`src/rtl/pipe_pkg.sv`:
```
// Shared constants and types for the generic inter-stage pipeline register.
package pipe_pkg;

    localparam int          FW_DEFAULT = 32;
    localparam logic [31:0] NOP_IR     = 32'h0;

    // Field slots in the packed in_data/out_data bus
    localparam int F_IR  = 0;
    localparam int F_PC4 = 1;
    localparam int F_RD2 = 2;
    localparam int F_AO  = 3;

    typedef enum logic [1:0] {
        ST_EMPTY = 2'd0,
        ST_ONE   = 2'd1,
        ST_TWO   = 2'd2
    } state_t;

endpackage

```
`src/rtl/pipe_perf_ctr.sv`:
```
// 32-bit enable-increment event counter with synchronous clear; wraps mod 2^32.
module pipe_perf_ctr (
    input  logic        CLK,
    input  logic        clear,
    input  logic        en,
    output logic [31:0] count
);

    always_ff @(posedge CLK) begin
        if (clear)
            count <= 32'd0;
        else if (en)
            count <= count + 32'd1;
    end

endmodule

```
`src/rtl/pipe_stage_skid.sv`:
```
// Two-entry skid-buffered pipeline register with flush; in_ready is a flop.
// Define PIPE_STAGE_PERF_EN to add the stall_cnt/bubble_cnt performance counters.
module pipe_stage_skid #(
    parameter int                     NFIELDS = 4,
    parameter int                     FW      = pipe_pkg::FW_DEFAULT,
    parameter logic [FW-1:0]          NOP_IR  = FW'(pipe_pkg::NOP_IR)
) (
    input  logic                      CLK,
    input  logic                      reset,
    input  logic                      flush,
    input  logic                      in_valid,
    output logic                      in_ready,
    input  logic [NFIELDS*FW-1:0]     in_data,
    output logic                      out_valid,
    input  logic                      out_ready,
    output logic [NFIELDS*FW-1:0]     out_data,
    output logic [1:0]                occupancy
`ifdef PIPE_STAGE_PERF_EN
    ,
    output logic [31:0]               stall_cnt,
    output logic [31:0]               bubble_cnt
`endif
);

    import pipe_pkg::*;

    localparam int W = NFIELDS * FW;
    // NOP in field 0, every other field zero
    localparam logic [W-1:0] BUBBLE = W'(NOP_IR);

    // Handshake: a transfer happens on a rising CLK edge where valid and ready
    // are both high; valid never waits on ready, and in_ready depends only on
    // registered state so out_ready has no combinational path to in_ready.

    state_t         st;
    logic [W-1:0]   main_q;
    logic [W-1:0]   skid_q;
    logic           ready_q;
    logic           in_fire;
    logic           out_fire;

    assign in_ready  = ready_q;
    assign out_valid = (st != ST_EMPTY);
    assign out_data  = main_q;
    assign occupancy = st;
    assign in_fire   = in_valid & ready_q;
    assign out_fire  = out_valid & out_ready;

    always_ff @(posedge CLK) begin
        if (reset || flush) begin
            st      <= ST_EMPTY;
            main_q  <= BUBBLE;
            skid_q  <= BUBBLE;
            ready_q <= 1'b1;
        end else begin
            case (st)
                ST_EMPTY: begin
                    if (in_fire) begin
                        main_q <= in_data;
                        st     <= ST_ONE;
                    end
                end
                ST_ONE: begin
                    if (in_fire && out_fire) begin
                        main_q <= in_data;
                    end else if (in_fire) begin
                        skid_q  <= in_data;
                        st      <= ST_TWO;
                        ready_q <= 1'b0;
                    end else if (out_fire) begin
                        main_q <= BUBBLE;
                        st     <= ST_EMPTY;
                    end
                end
                ST_TWO: begin
                    // skid always drains into main, so order stays FIFO
                    if (out_fire) begin
                        main_q  <= skid_q;
                        skid_q  <= BUBBLE;
                        st      <= ST_ONE;
                        ready_q <= 1'b1;
                    end
                end
                default: begin
                    st      <= ST_EMPTY;
                    main_q  <= BUBBLE;
                    skid_q  <= BUBBLE;
                    ready_q <= 1'b1;
                end
            endcase
        end
    end

`ifdef PIPE_STAGE_PERF_EN
    // Counters ignore flush; only reset clears them
    pipe_perf_ctr u_stall_ctr (
        .CLK   (CLK),
        .clear (reset),
        .en    (out_valid & ~out_ready),
        .count (stall_cnt)
    );

    pipe_perf_ctr u_bubble_ctr (
        .CLK   (CLK),
        .clear (reset),
        .en    (~out_valid),
        .count (bubble_cnt)
    );
`else
    // Counters compiled out; datapath is unaffected.
`endif

endmodule
```
`config.mk`:
```
export PLATFORM = sky130hd
export DESIGN_NAME = pipe_stage_skid
export DESIGN_NICKNAME = d
export VERILOG_FILES = /design/src/rtl/pipe_pkg.sv /design/src/rtl/pipe_perf_ctr.sv /design/src/rtl/pipe_stage_skid.sv
export SDC_FILE = /design/constraint.sdc
export NUM_CORES = 1
export LEC_CHECK = 0
export CORE_MARGIN = 4
export CORE_UTILIZATION = 50
export DETAILED_ROUTE_END_ITERATION = 6
export GPL_ROUTABILITY_DRIVEN = 0
export PLACE_DENSITY_LB_ADDON = 0.05
export SLEW_MARGIN = 0
export SYNTH_ARGS = -nofsm -noshare
export SYNTH_HDL_FRONTEND = slang
export SYNTH_SLANG_ARGS = --single-unit
export TNS_END_PERCENT = 5
```
`constraint.sdc`:
```
create_clock -name CLK -period 2.09 [get_ports CLK]
set_clock_uncertainty 0.15 [all_clocks]
set_input_delay 0.5225 -clock CLK [delete_from_list [all_inputs] [get_ports CLK]]
set_output_delay 0.5225 -clock CLK [all_outputs]
set_load 0.005 [all_outputs]
```
== Word-level counts from Yosys, hierarchy flattened ==
Cells that the tools add are included.

* Equality and inequality tests: 9
* Mux-type cells: 18
* Bitwise operators: 3
* Reductions and logical operators: 7

{| class="wikitable"
|+ Operators with widths
! cell !! count
|-
| two-way mux 128 bit || 6
|-
| case mux 128 bit (3 select lines) || 2
|-
| AND reduction 4 bit || 3
|-
| two-way mux 2 bit || 5
|-
| inequality test 3 bit, second input constant || 3
|-
| inequality test 2 bit, second input constant || 4
|-
| case mux 2 bit (3 select lines) || 1
|-
| two-way mux 1 bit || 3
|-
| case mux 1 bit (3 select lines) || 1
|-
| bitwise AND 1 bit || 2
|-
| == test 2 x 1 -> 1 bit, second input constant || 1
|-
| == test 2 bit, second input constant || 1
|-
| zero test 2 bit || 1
|-
| nonzero test 2 bit || 1
|-
| logical AND 1 bit || 1
|-
| logical OR 1 bit || 1
|-
| NOT 1 bit || 1
|}

* Flip-flop bits (word level): 259
* Bits of input ports: 133
* Output and inout bits: 132

== Longest topological paths before layout ==
* Word-level depth: 6
* Mapped depth: 7

== Least setup slack after synthesis ==
No wires, ideal clock.

* Path type: reg-to-output
* Start point: register st[0] (netlist: occupancy[0])
* End point: output port out_valid
* Data arrival time: 1186 ps
* Data required time: 1417 ps
* Slack: 231 ps
* Cell stages (with the launch flop): 5
* Buffers on the path: 3
* Cell sequence: dfxtp_1 buf_2 clkbuf_1 buf_1 or2_1

* Cells in the longest elaborated chain, start to end: 1

{| class="wikitable"
|+ Ends and longest elaborated chain
! item !! RTL line !! RTL
|-
| start, declared || pipe_stage_skid.sv:35 || <nowiki>state_t st;</nowiki>
|-
| start signal, assigned || pipe_stage_skid.sv:51 || <nowiki>st <= ST_EMPTY;</nowiki>
|-
| start signal, assigned || pipe_stage_skid.sv:60 || <nowiki>st <= ST_ONE;</nowiki>
|-
| start signal, assigned || pipe_stage_skid.sv:68 || <nowiki>st <= ST_TWO;</nowiki>
|-
| nonzero test 2 bit || pipe_stage_skid.sv:43 || <nowiki>assign out_valid = (st != ST_EMPTY);</nowiki>
|-
| end, declared || pipe_stage_skid.sv:14 || <nowiki>output logic out_valid,</nowiki>
|}

Every way passes these cells.

== Worst setup path in the final report ==
* Start point: register main_q[92] (netlist: out_data[92])
* End point: output port out_data[92]

{| class="wikitable"
|+ RTL lines
! item !! RTL line !! RTL
|-
| start, declared || pipe_stage_skid.sv:36 || <nowiki>logic [W-1:0] main_q;</nowiki>
|-
| start signal, assigned || pipe_stage_skid.sv:59 || <nowiki>main_q <= in_data;</nowiki>
|-
| start signal, assigned || pipe_stage_skid.sv:65 || <nowiki>main_q <= in_data;</nowiki>
|-
| start signal, assigned || pipe_stage_skid.sv:78 || <nowiki>main_q <= skid_q;</nowiki>
|-
| end, declared || pipe_stage_skid.sv:16 || <nowiki>output logic [NFIELDS*FW-1:0] out_data,</nowiki>
|}

No word-level cell between the ends.

==> impl_metrics.env <==
export IMPL_critPathLaunchType="flop"
export IMPL_die_area_um2=27960
export IMPL_drc_errors=0
export IMPL_routed_wl_mm=34.93
export IMPL_maxCapViolCount=0
export IMPL_drive_gt1_share_pct=9.276
export IMPL_max_stage_delay_ns=0.50
export IMPL_powerDensity_nw_per_um2=718.8
export IMPL_grt_setup_unrepaired="no"
export IMPL_drtAntennaViolNets=0
export IMPL_crit_arrival_ns=1.38
export IMPL_synth_distinct_cells=33
export IMPL_p_leak_nw=6.625
export IMPL_grtUsageTotal_pct=23.68
export IMPL_io_pins=265
export IMPL_yosysSeqAreaShare_pct=40.91
export IMPL_critPathMaxFanout=2
export IMPL_p_total_mw=12.03
export IMPL_clock_root_buffer="clkbuf_16"
export IMPL_tightest_slew_ns=0.6421
export IMPL_synthFlopType="dfxtp_1"
export IMPL_grt_pass1_wl_mm=56.15
export IMPL_critPathBufInv=1
export IMPL_clkSlewWorstSetupHoldPaths_ns=0.06
export IMPL_postSynthCellCount=1345
export IMPL_tritoncts="done"
export IMPL_htree_levels=1
export IMPL_num_rows=58
export IMPL_path_cells="clkdlybuf4s50_1"
export IMPL_fmax_mhz=486.4
export IMPL_end_kind="primary output"
export IMPL_dr_pass1_iters=5
export IMPL_grt_overflow_total=0
export IMPL_setup_tns_ns=0
export IMPL_hold_violations=0
export IMPL_hp_class="in2reg"
export IMPL_pre_cts_ws_ns=0.06684
export IMPL_die_y_um=167.2
export IMPL_path_delay_family="buffers and inverters"
export IMPL_async_flop_share_pct=0
export IMPL_finalCritPeriodShare_pct=98.38
export IMPL_yosysWarnings=0
export IMPL_worst_slack_ns=0.03395
export IMPL_synth_nets=1478
export IMPL_ctsHoldBuffers=0
export IMPL_placed_cell_area_um2=15610
export IMPL_cts_path_max_buffers=3
export IMPL_grt_max_degree=89
export IMPL_grt_pass1_vias=10510
export IMPL_max_slew_margin_pct=57.20
export IMPL_core_area_um2=25040
export IMPL_synthToLayoutAreaGrowth_pct=32.06
export IMPL_crit_required_ns=1.42
export IMPL_io_buffers=264
export IMPL_hpwl_mm=21.57
export IMPL_fillers=2069
export IMPL_vias_per_cell=5.665
export IMPL_cts_buffers=28
export IMPL_slew_violations=0
export IMPL_nets=1687
export IMPL_clock_latency_ns=0.53
export IMPL_status="finished, final reports clean"
export IMPL_cts_sinks=259
export IMPL_vias=10800
export IMPL_stdcell_area_um2=16740
export IMPL_final_core_util_pct=66.85
export IMPL_critPathSlowestCell="clkdlybuf4s50_1"
export IMPL_vdd_drop_max_v=0.0005420
export IMPL_avgSynthCellArea_um2=9.423
export IMPL_die_w_um=167.2
export IMPL_path_class="reg2out"
export IMPL_antenna_found_initial=3
export IMPL_synth_enable_flop_cells=0
export IMPL_start_util_pct=50.62
export IMPL_wl_per_cell_um=18.33
export IMPL_setup_violations=0
export IMPL_min_period_ns=2.056
export IMPL_drtIter0Drc=867
export IMPL_syn_area_um2=12670
export IMPL_synth_seq_cells=259
## where the power goes
| part | internal, mW | switching [mW] |
|---|---|---|
| Sequential | 5.05 | 0.0689 |
| Combinational | 0.865 | 0.851 |
| Clock | 3.17 | 2.02 |
## per-stage QoR
| stage | cells | hold slack (ns) |
|---|---|---|
| 3_5_place_dp | 1850 | 0.3308 |
| 4_1_cts | 1904 | 0.1861 |
| 2_1_floorplan | 1345 | 0.3101 |
| 5_1_grt | 1906 | 0.2258 |
| 6_report | 1906 | 0.2200 |
| 3_3_place_gp | 1850 | 0.3217 |
## worst paths after layout
check,start,to,slack [ns],cells after the start
max,out_data[92]$_SDFFE_PP0P_,out_data[92],0.03,1
min,out_ready,occupancy[1]$_SDFFE_PP0P_,0.22,3
max reg2reg,occupancy[1]$_SDFFE_PP0P_,out_data[37]$_SDFFE_PP0P_,0.16,7
min reg2reg,skid_q[6]$_SDFFE_PP0P_,skid_q[6]$_SDFFE_PP0P_,0.34,2
## repair_timing
item,CTS,global route
gates resized for setup,59,50
setup endpoints to repair,55,50
setup buffers,4,0
endpoints found under the hold margin,0,0
## flip-flops by register name, summed over array words and instances, names as in the netlist
name and flops:
in_ready 1, occupancy 2, out_data 128, skid_q 128
## kinds of logic after synthesis
family / Yosys count / share of synthesized area, %
AO/OA/AOI/OAI: 264 / 16.39
XOR/XNOR: 1 / 0.06912
buffers and inverters: 141 / 6.496
flip-flops: 259 / 40.91
multiplexers: 256 / 20.22
AND/OR/NAND/NOR: 424 / 15.91
## cell type report
cell class                      instances  area (um2)  share of cell area [%]
Multi-Input combinational cell        945        6693                   39.99
Inverter                                2       7.507                 0.04486
Antenna cell                            2       5.005                 0.02990
Clock buffer                           40       847.1                   5.061
Clock inverter                         10       127.6                  0.7626
Timing Repair Buffer                  318        3411                   20.38
Sequential cell                       259        5233                   31.26
Tap cell                              330       412.9                   2.467
## cells in the final DEF (no fill, tap or decap), types with 2 or more instances in the layout
| master | synthesis | final |
|---|---|---|
| clkdlybuf4s50_1 | 0 | 187 |
| dfxtp_4 | 0 | 2 |
| clkbuf_8 | 0 | 8 |
| dfxtp_2 | 0 | 32 |
| nor2_1 | 257 | 257 |
| and2_1 | 128 | 128 |
| dlygate4sd2_1 | 0 | 29 |
| diode_2 | 0 | 2 |
| clkbuf_1 | 64 | 3 |
| o2bb2ai_1 | 101 | 101 |
| a22oi_1 | 128 | 128 |
| dlymetal6s2s_1 | 0 | 44 |
| nand4_1 | 27 | 27 |
| buf_12 | 0 | 24 |
| or2_1 | 3 | 2 |
| dfxtp_1 | 259 | 225 |
| inv_1 | 2 | 2 |
| buf_4 | 14 | 31 |
| clkbuf_16 | 0 | 29 |
| bufinv_16 | 0 | 3 |
| clkinv_2 | 0 | 6 |
| mux2i_1 | 256 | 256 |
| o22ai_1 | 27 | 27 |
| buf_2 | 31 | 2 |
## layer usage
| layer | vias to the layer above | track usage (%) | wire (um) | share of wire (%) |
|---|---|---|---|---|
| met3 | 38 | 4.226 | 2061 | 5.9 |
| met2 | 300 | 38.64 | 16070 | 46 |
| met4 | 2 | 4.869 | 428 | 1.2 |
| met5 | - | 0 | 13 | 0.037 |
| met1 | 5217 | 33.22 | 16360 | 47 |
| li1 | 5240 | - | - | - |
## Yosys cell counts, types with 2 or more instances
| cell | count | share of area [%] |
|---|---|---|
| a22oi_1 | 128 | 7.6 |
| and2_1 | 128 | 6.3 |
| buf_1 | 3 | 0.089 |
| buf_2 | 31 | 1.2 |
| buf_4 | 14 | 0.83 |
| buf_6 | 27 | 2.4 |
| clkbuf_1 | 64 | 1.9 |
| dfxtp_1 | 259 | 41 |
| inv_1 | 2 | 0.059 |
| mux2i_1 | 256 | 20 |
| nand4_1 | 27 | 1.3 |
| nor2_1 | 257 | 7.6 |
| o22ai_1 | 27 | 1.3 |
| o2bb2ai_1 | 101 | 7.0 |
| or2_1 | 3 | 0.15 |
Power figures use the tool's default switching activity.
